File: src/rtl/nibble_word_serializer.sv
// Parallel-to-serial front end: loads a word on a valid/ready port and streams it as nibbles,
// LSB-first or MSB-first. Optional zero-trim of the tail is enabled by NIBBLE_SER_TRIM_ZERO_EN.
module nibble_word_serializer #(
    parameter int NIBBLES  = 8,
    parameter int CNT_SIZE = 3
) (
    input  logic                   clk,
    input  logic                   rst,
    input  logic                   load_valid,
    output logic                   load_ready,
    input  logic [4*NIBBLES-1:0]   load_word,
    input  logic                   load_reverse,
    input  logic [CNT_SIZE-1:0]    load_len,
    output logic                   out_valid,
    input  logic                   out_ready,
    output logic [3:0]             out_nibble,
    output logic [CNT_SIZE-1:0]    out_idx,
    output logic                   out_last,
    output logic                   busy
);

    typedef enum logic {
        IDLE,
        SEND
    } state_t;

    state_t                 state_q, state_d;
    logic [4*NIBBLES-1:0]   word_q, word_d;
    logic                   rev_q, rev_d;
    logic [CNT_SIZE-1:0]    idx_q, idx_d;
    logic [CNT_SIZE-1:0]    rem_q, rem_d;
    logic [3:0]             nibble_q, nibble_d;
    logic                   last_q, last_d;

    logic [CNT_SIZE-1:0]    len_eff;
    logic [CNT_SIZE-1:0]    start_idx;
    logic [CNT_SIZE-1:0]    idx_next;
    logic                   load_acc;
    logic                   beat_acc;

`ifdef NIBBLE_SER_TRIM_ZERO_EN
    logic [CNT_SIZE-1:0]    fwd_len;
    logic [CNT_SIZE-1:0]    rev_len;
    logic [CNT_SIZE-1:0]    trim_len;

    // Length needed to reach the farthest non-zero nibble in the send direction.
    always_comb begin
        fwd_len = '0;
        rev_len = '0;
        for (int unsigned i = 0; i < NIBBLES; i++) begin
            if (load_word[4*i +: 4] != '0)
                fwd_len = CNT_SIZE'(i);
            if (load_word[4*(NIBBLES-1-i) +: 4] != '0)
                rev_len = CNT_SIZE'(i);
        end
        trim_len = load_reverse ? rev_len : fwd_len;
        len_eff  = (trim_len < load_len) ? trim_len : load_len;
    end
`else
    assign len_eff = load_len;
`endif

    assign out_valid  = (state_q == SEND);
    assign busy       = (state_q == SEND);
    assign out_nibble = nibble_q;
    assign out_idx    = idx_q;
    assign out_last   = last_q;
    // A new word may be taken while the final beat of the current one is accepted.
    assign load_ready = (state_q == IDLE) || (last_q && out_ready);

    assign load_acc  = load_valid && load_ready;
    assign beat_acc  = (state_q == SEND) && out_ready;
    assign start_idx = load_reverse ? CNT_SIZE'(NIBBLES - 1) : '0;
    assign idx_next  = rev_q ? (idx_q - CNT_SIZE'(1)) : (idx_q + CNT_SIZE'(1));

    always_comb begin
        state_d  = state_q;
        word_d   = word_q;
        rev_d    = rev_q;
        idx_d    = idx_q;
        rem_d    = rem_q;
        nibble_d = nibble_q;
        last_d   = last_q;
        if (load_acc) begin
            state_d  = SEND;
            word_d   = load_word;
            rev_d    = load_reverse;
            idx_d    = start_idx;
            rem_d    = len_eff;
            nibble_d = load_word[4*int'(start_idx) +: 4];
            last_d   = (len_eff == '0);
        end else if (beat_acc) begin
            if (rem_q == '0) begin
                state_d = IDLE;
                last_d  = 1'b0;
            end else begin
                idx_d    = idx_next;
                rem_d    = rem_q - CNT_SIZE'(1);
                nibble_d = word_q[4*int'(idx_next) +: 4];
                last_d   = (rem_q == CNT_SIZE'(1));
            end
        end
    end

    always_ff @(posedge clk or posedge rst) begin
        if (rst) begin
            state_q  <= IDLE;
            word_q   <= '0;
            rev_q    <= 1'b0;
            idx_q    <= '0;
            rem_q    <= '0;
            nibble_q <= '0;
            last_q   <= 1'b0;
        end else begin
            state_q  <= state_d;
            word_q   <= word_d;
            rev_q    <= rev_d;
            idx_q    <= idx_d;
            rem_q    <= rem_d;
            nibble_q <= nibble_d;
            last_q   <= last_d;
        end
    end

endmodule

File: config.mk
export PLATFORM = sky130hd
export DESIGN_NAME = nibble_word_serializer
export DESIGN_NICKNAME = d
export VERILOG_FILES = /design/src/rtl/nibble_word_serializer.sv
export SDC_FILE = /design/constraint.sdc
export NUM_CORES = 1
export LEC_CHECK = 0
export ABC_AREA = 1
export BUFFER_PORTS_ARGS = -buffer_cell sky130_fd_sc_hd__clkbuf_2
export CAP_MARGIN = 20
export CORE_MARGIN = 2
export CORE_UTILIZATION = 30
export DETAILED_ROUTE_END_ITERATION = 8
export MAX_ROUTING_LAYER = met4
export PLACE_DENSITY_LB_ADDON = 0.25
export SLEW_MARGIN = 25
export SYNTH_ARGS = -nofsm -noshare
export SYNTH_HDL_FRONTEND = slang
export SYNTH_SLANG_ARGS = --single-unit
export TNS_END_PERCENT = 1
File: constraint.sdc
create_clock -name clk -period 4.9 [get_ports clk]
set_input_delay 0.245 -clock clk [delete_from_list [all_inputs] [get_ports clk]]
set_output_delay 0.245 -clock clk [all_outputs]
set_load 0.02 [all_outputs]
**Yosys cells after proc, flatten, opt, wreduce, memory -nomap -nowiden**

Cells that the tools add are included.

- Flip-flop bits (word level): 45
- Bits of input ports: 40
- Output and inout bits: 11
- Logic and storage cells: 42

- Shifts and indexed selects: 2
- Mux-type cells: 17
- Equality and inequality tests: 2
- Reductions and logical operators: 10
- Bitwise logic cells: 1
- $add $sub $neg: 3

Operators with widths:

| cell | count |
|---|---|
| $shiftx A32 B6 Y4 | 2 |
| $mux W3 | 8 |
| $mux W4 | 3 |
| $logic_not A3 Y1 | 2 |
| $mux W1 | 6 |
| $sub A3 B1 Y3 const B | 2 |
| $reduce_and A2 Y1 | 2 |
| $reduce_bool A2 Y1 | 2 |
| $add A3 B1 Y3 const B | 1 |
| $eq A3 B1 Y1 const B | 1 |
| $logic_and A1 B1 Y1 | 3 |
| $ne A2 B2 Y1 const B | 1 |
| $logic_or A1 B1 Y1 | 1 |
| $not A1 Y1 | 1 |

**Logic depth before layout (Yosys ltp)**

- Word-level depth: 6
- Depth in mapped cells: 9
- Gate-level depth less buffers: 9

**Worst setup path before layout**

Ideal clock, no wire load.

- Path type: register to register
- Start: register idx_q[0] (netlist: out_idx[0])
- End: register nibble_q[3] (netlist: out_nibble[3])
- Data arrival time: 1,700 ps
- Library setup time: 116 ps
- Required time: 4,784 ps
- Clock period less this slack: 1,816 ps
- Cell stages (with the launch flop): 10
- Setup slack: 3,084 ps
- Path buffers: 1
- Cells stage by stage: dfrtp_1 > fa_1 > buf_4 > inv_1 > a21oi_1 > o21ai_0 > nand3_1 > nand3_1 > nand2_1 > nand2_1

- Longest elaborated chain between the ends: 6
- Elaborated cells between the ends (all ways): 7
- Classes of those cells: 2 x add/sub; 1 x shift; 4 x mux

Ends and longest elaborated chain:

| item | line | source |
|---|---|---|
| start, declared | 30 | `logic [CNT_SIZE-1:0] idx_q, idx_d;` |
| start signal, assigned | 118 | `idx_q <= idx_d;` |
| $add A3 B1 Y3 or $sub A3 B1 Y3 (tied branches) | 74 | `assign idx_next = rev_q ? (idx_q - CNT_SIZE'(1)) : (idx_q + CNT_SIZE'(1));` |
| $mux W3 (*) | 74 |  |
| $shiftx A32 B6 Y4 (*) | 99 | `nibble_d = word_q[4*int'(idx_next) +: 4];` |
| $mux W4 (*) | 93 | `if (rem_q == '0) begin` |
| $mux W4 (*) | 92 | `end else if (beat_acc) begin` |
| $mux W4 (*) | 84 | `if (load_acc) begin` |
| end signal, assigned | 120 | `nibble_q <= nibble_d;` |
| end, declared | 32 | `logic [3:0] nibble_q, nibble_d;` |

Every way passes the cells marked *; elsewhere a longest branch is shown, timed or not. The select of a mux whose other input is x is not followed.
A chain may end at the register's enable or synchronous reset.

**Final worst setup path**

Same ends and word-level chain as after synthesis.

==> metrics <==
element type at the critical path end=flop; TritonCTS Sinks=45; Antenna Diode Count=0; Final Cycle Share=49.1%; standard cell core area=0.00769 mm^2; number of warnings issued by yosys=0; peak clock frequency supported by timing=between 400 and 500 MHz; Power, Total=between 1.5 and 2 mW; Least-Margin Pin Slew=around 0.7 ns; count of max-cap constraint violations=0; Post-Synthesis Net Count=~350; TritonCTS buffer count=5; remaining antenna violation count=0; pre-CTS setup slack=~2.5 ns; number of setup violations in the final report=0; Core Rows=32; number of design-rule violations left by the first detailed-router iteration=just over 90; wire length of the first global-routing pass=roughly 9500 um; register bit total from synthesis=45; DRC violations left=0; Int Power=~1.0 mW; detailed-route wire length=5540 um; utilization after layout=~36%; Wirelength per Cell=between 10 and 15 um; Final Slew Violations=0; worst-path maximum fanout=23; largest net degree at the start of global routing=between 60 and 70; sw power=0.886 mW; sequential-to-total area share from yosys stat=between 40% and 50%; relative contribution of sequential cells to total power=about 34%; Initial Utilization=30.7%; ratio of total power to cell area=around 700 mW/mm^2; total gr overflow=0; number of global-route vias before repair=roughly 2000; CTS tree=done; Max-slew headroom=between 50% and 60%; setup repair after global routing missed its margin=false; time the worst path needs with I/O delays and setup=2.41 ns; sequential standard cell area=around 0.0011 mm^2; combined area of the multi-input logic cells=960 um^2; clock skew=approximately 0.0057 ns; count of vias placed by the detailed router=roughly 2000; type of origin of the critical path=flop; setup TNS=0 ns; area of the mapped netlist=approximately 0.0024 mm^2; Worst-Skew Late Latency=approximately 0.30 ns; class of the most critical hold timing path=input pin to asynchronous set/reset pin; fraction of layout instances using a drive strength above 1=between 10% and 20%; Synth Area per Inst=7.68 um^2; number of levels in the clock H-tree=2; VDD IR-drop max=177 uV; Ports=51; Detailed Routing Iterations Pass 1=4; fraction of power spent switching nets=between 40% and 50%; category of the critical setup timing path=flop to flop; die area=0.00858 mm^2; Max Buffers Root-to-Sink=2; placed wire-length estimate after detailed placement=approximately 4000 um; initial antenna violation count=0; arrival time worst endpoint=roughly 2.6 ns; die span in y=around 93 um; commonest cells after routing, fill and taps aside=119 x sky130_fd_sc_hd__nand2_1, 50 x sky130_fd_sc_hd__clkbuf_2, 45 x sky130_fd_sc_hd__dfrtp_1; Routability Congestion=about 0.79; overall track demand over capacity in global routing=14.4%; CTS resizes=0; leakage component of the power=~1.5 nW; post-synthesis instance total=307; Hold WS=approximately 0.054 ns; clock-pin slew of the registers on the worst-case setup and hold paths=about 0.080 ns; hold buffers post-CTS=0; most common library cell in the layout ignoring fill and taps=sky130_fd_sc_hd__nand2_1; worst setup margin=about 2.5 ns; Final Net Count=just under 400; via-per-instance ratio=between 4 and 5; clock network fraction of total power=14.3%; result of the run=complete, no violations; Area growth, synth to finish=16.8%; Logic pwr share=roughly half; master cell of the clock root buffer=sky130_fd_sc_hd__clkbuf_8; number of hold violations in the final report=0; Fillers=about 880; buffer count from post-CTS setup fixing=0; Cell variety after synth=23; x dimension of the die=92.6 um; data required time at the worst endpoint=between 5 and 6 ns; buffers added on ports=50
-- power by group through the flow --
stage               Sequential, mW  Combinational (mW)  Clock (mW)
finish                       0.656               0.998       0.276
global route                 0.680                1.15       0.298
CTS                          0.657                1.01       0.286
detailed placement           0.663                1.00           0
global placement             0.658               0.988           0
floorplan                    0.669               0.780           0
-- worst paths after layout --
check,start,endpoint,cells past startpoint,slack (ns)
setup / recovery,out_idx[0],out_nibble[3],8,2.49
hold / removal,rst,out_last,3,0.05
setup reg to reg,out_idx[0],out_nibble[3],8,2.49
hold reg to reg,rem_q[1],rem_q[1],2,0.50
max in group asynchronous,rst,word_q[17],3,4.45
min in group clk,load_word[15],word_q[15],3,0.14
-- Yosys cell counts --
cell type	n	share of area (%)
sky130_fd_sc_hd__o21ai_0	23	4.9
sky130_fd_sc_hd__nand2_2	2	0.53
sky130_fd_sc_hd__fa_1	1	0.85
sky130_fd_sc_hd__inv_1	44	7.0
sky130_fd_sc_hd__inv_2	2	0.32
sky130_fd_sc_hd__o221ai_1	4	1.5
sky130_fd_sc_hd__inv_4	1	0.27
sky130_fd_sc_hd__ha_1	3	1.6
sky130_fd_sc_hd__o21ai_1	9	1.9
sky130_fd_sc_hd__clkbuf_1	2	0.32
sky130_fd_sc_hd__nand3_1	19	4.0
sky130_fd_sc_hd__o211ai_1	5	1.6
sky130_fd_sc_hd__buf_4	2	0.64
sky130_fd_sc_hd__a21oi_2	4	1.5
sky130_fd_sc_hd__a21oi_1	5	1.1
sky130_fd_sc_hd__xor2_1	1	0.37
sky130_fd_sc_hd__nor2_1	3	0.48
sky130_fd_sc_hd__nand2_4	2	0.96
sky130_fd_sc_hd__buf_6	4	1.9
sky130_fd_sc_hd__nand4_1	2	0.53
sky130_fd_sc_hd__dfrtp_1	45	48
sky130_fd_sc_hd__buf_2	5	1.1
sky130_fd_sc_hd__nand2_1	119	19
-- worst max-delay path, stage by stage, from the launching register on --
cell,delay (ns)
sky130_fd_sc_hd__dfrtp_1,0.64
sky130_fd_sc_hd__fa_1,0.86
sky130_fd_sc_hd__inv_1,0.24
sky130_fd_sc_hd__a21oi_1,0.15
sky130_fd_sc_hd__o21ai_0,0.10
sky130_fd_sc_hd__nand3_1,0.12
sky130_fd_sc_hd__nand3_1,0.08
sky130_fd_sc_hd__nand2_1,0.07
sky130_fd_sc_hd__nand2_1,0.05
-- per-stage QoR --
step                std cells  instance area, um^2
floorplan                 307                 2360
global placement          447                 2650
detailed placement        447                 2650
CTS                       454                 2750
global route              454                 2750
finish                    454                 2750
-- kinds of logic after synthesis --
group,count (synthesis),share of synthesized area [%]
adder cells (fa/ha/maj),4,2.44
XOR/XNOR,1,0.372
AO/OA/AOI/OAI,50,12.4
flip-flops,45,47.8
AND/OR/NAND/NOR,147,25.5
buffers and inverters,60,11.5
-- cell type report --
cell class	count	share of cell area, %
Clock inverter	2	1.27
Inverter	47	6.50
Timing Repair Buffer	51	9.36
Clock buffer	5	2.50
Tap cell	102	4.63
Sequential cell	45	40.9
Multi-Input combinational cell	202	34.8
-- state kept, by name, summed over array words and instances, names as in the netlist --
| register | flops |
|---|---|
| word_q | 32 |
| out_nibble | 4 |
| busy | 1 |
| rem_q | 3 |
| out_idx | 3 |
| out_last | 1 |
| rev_q | 1 |
-- routing by layer --
| layer | global-route usage, % | routed length (um) |
|---|---|---|
| met4 | 4.66 | 104 |
| met3 | 2.85 | 181 |
| met2 | 21.5 | 2360 |
| met1 | 19.7 | 2890 |
| met5 | - | 0 |
No activity file was read; power rests on OpenSTA's default activity.
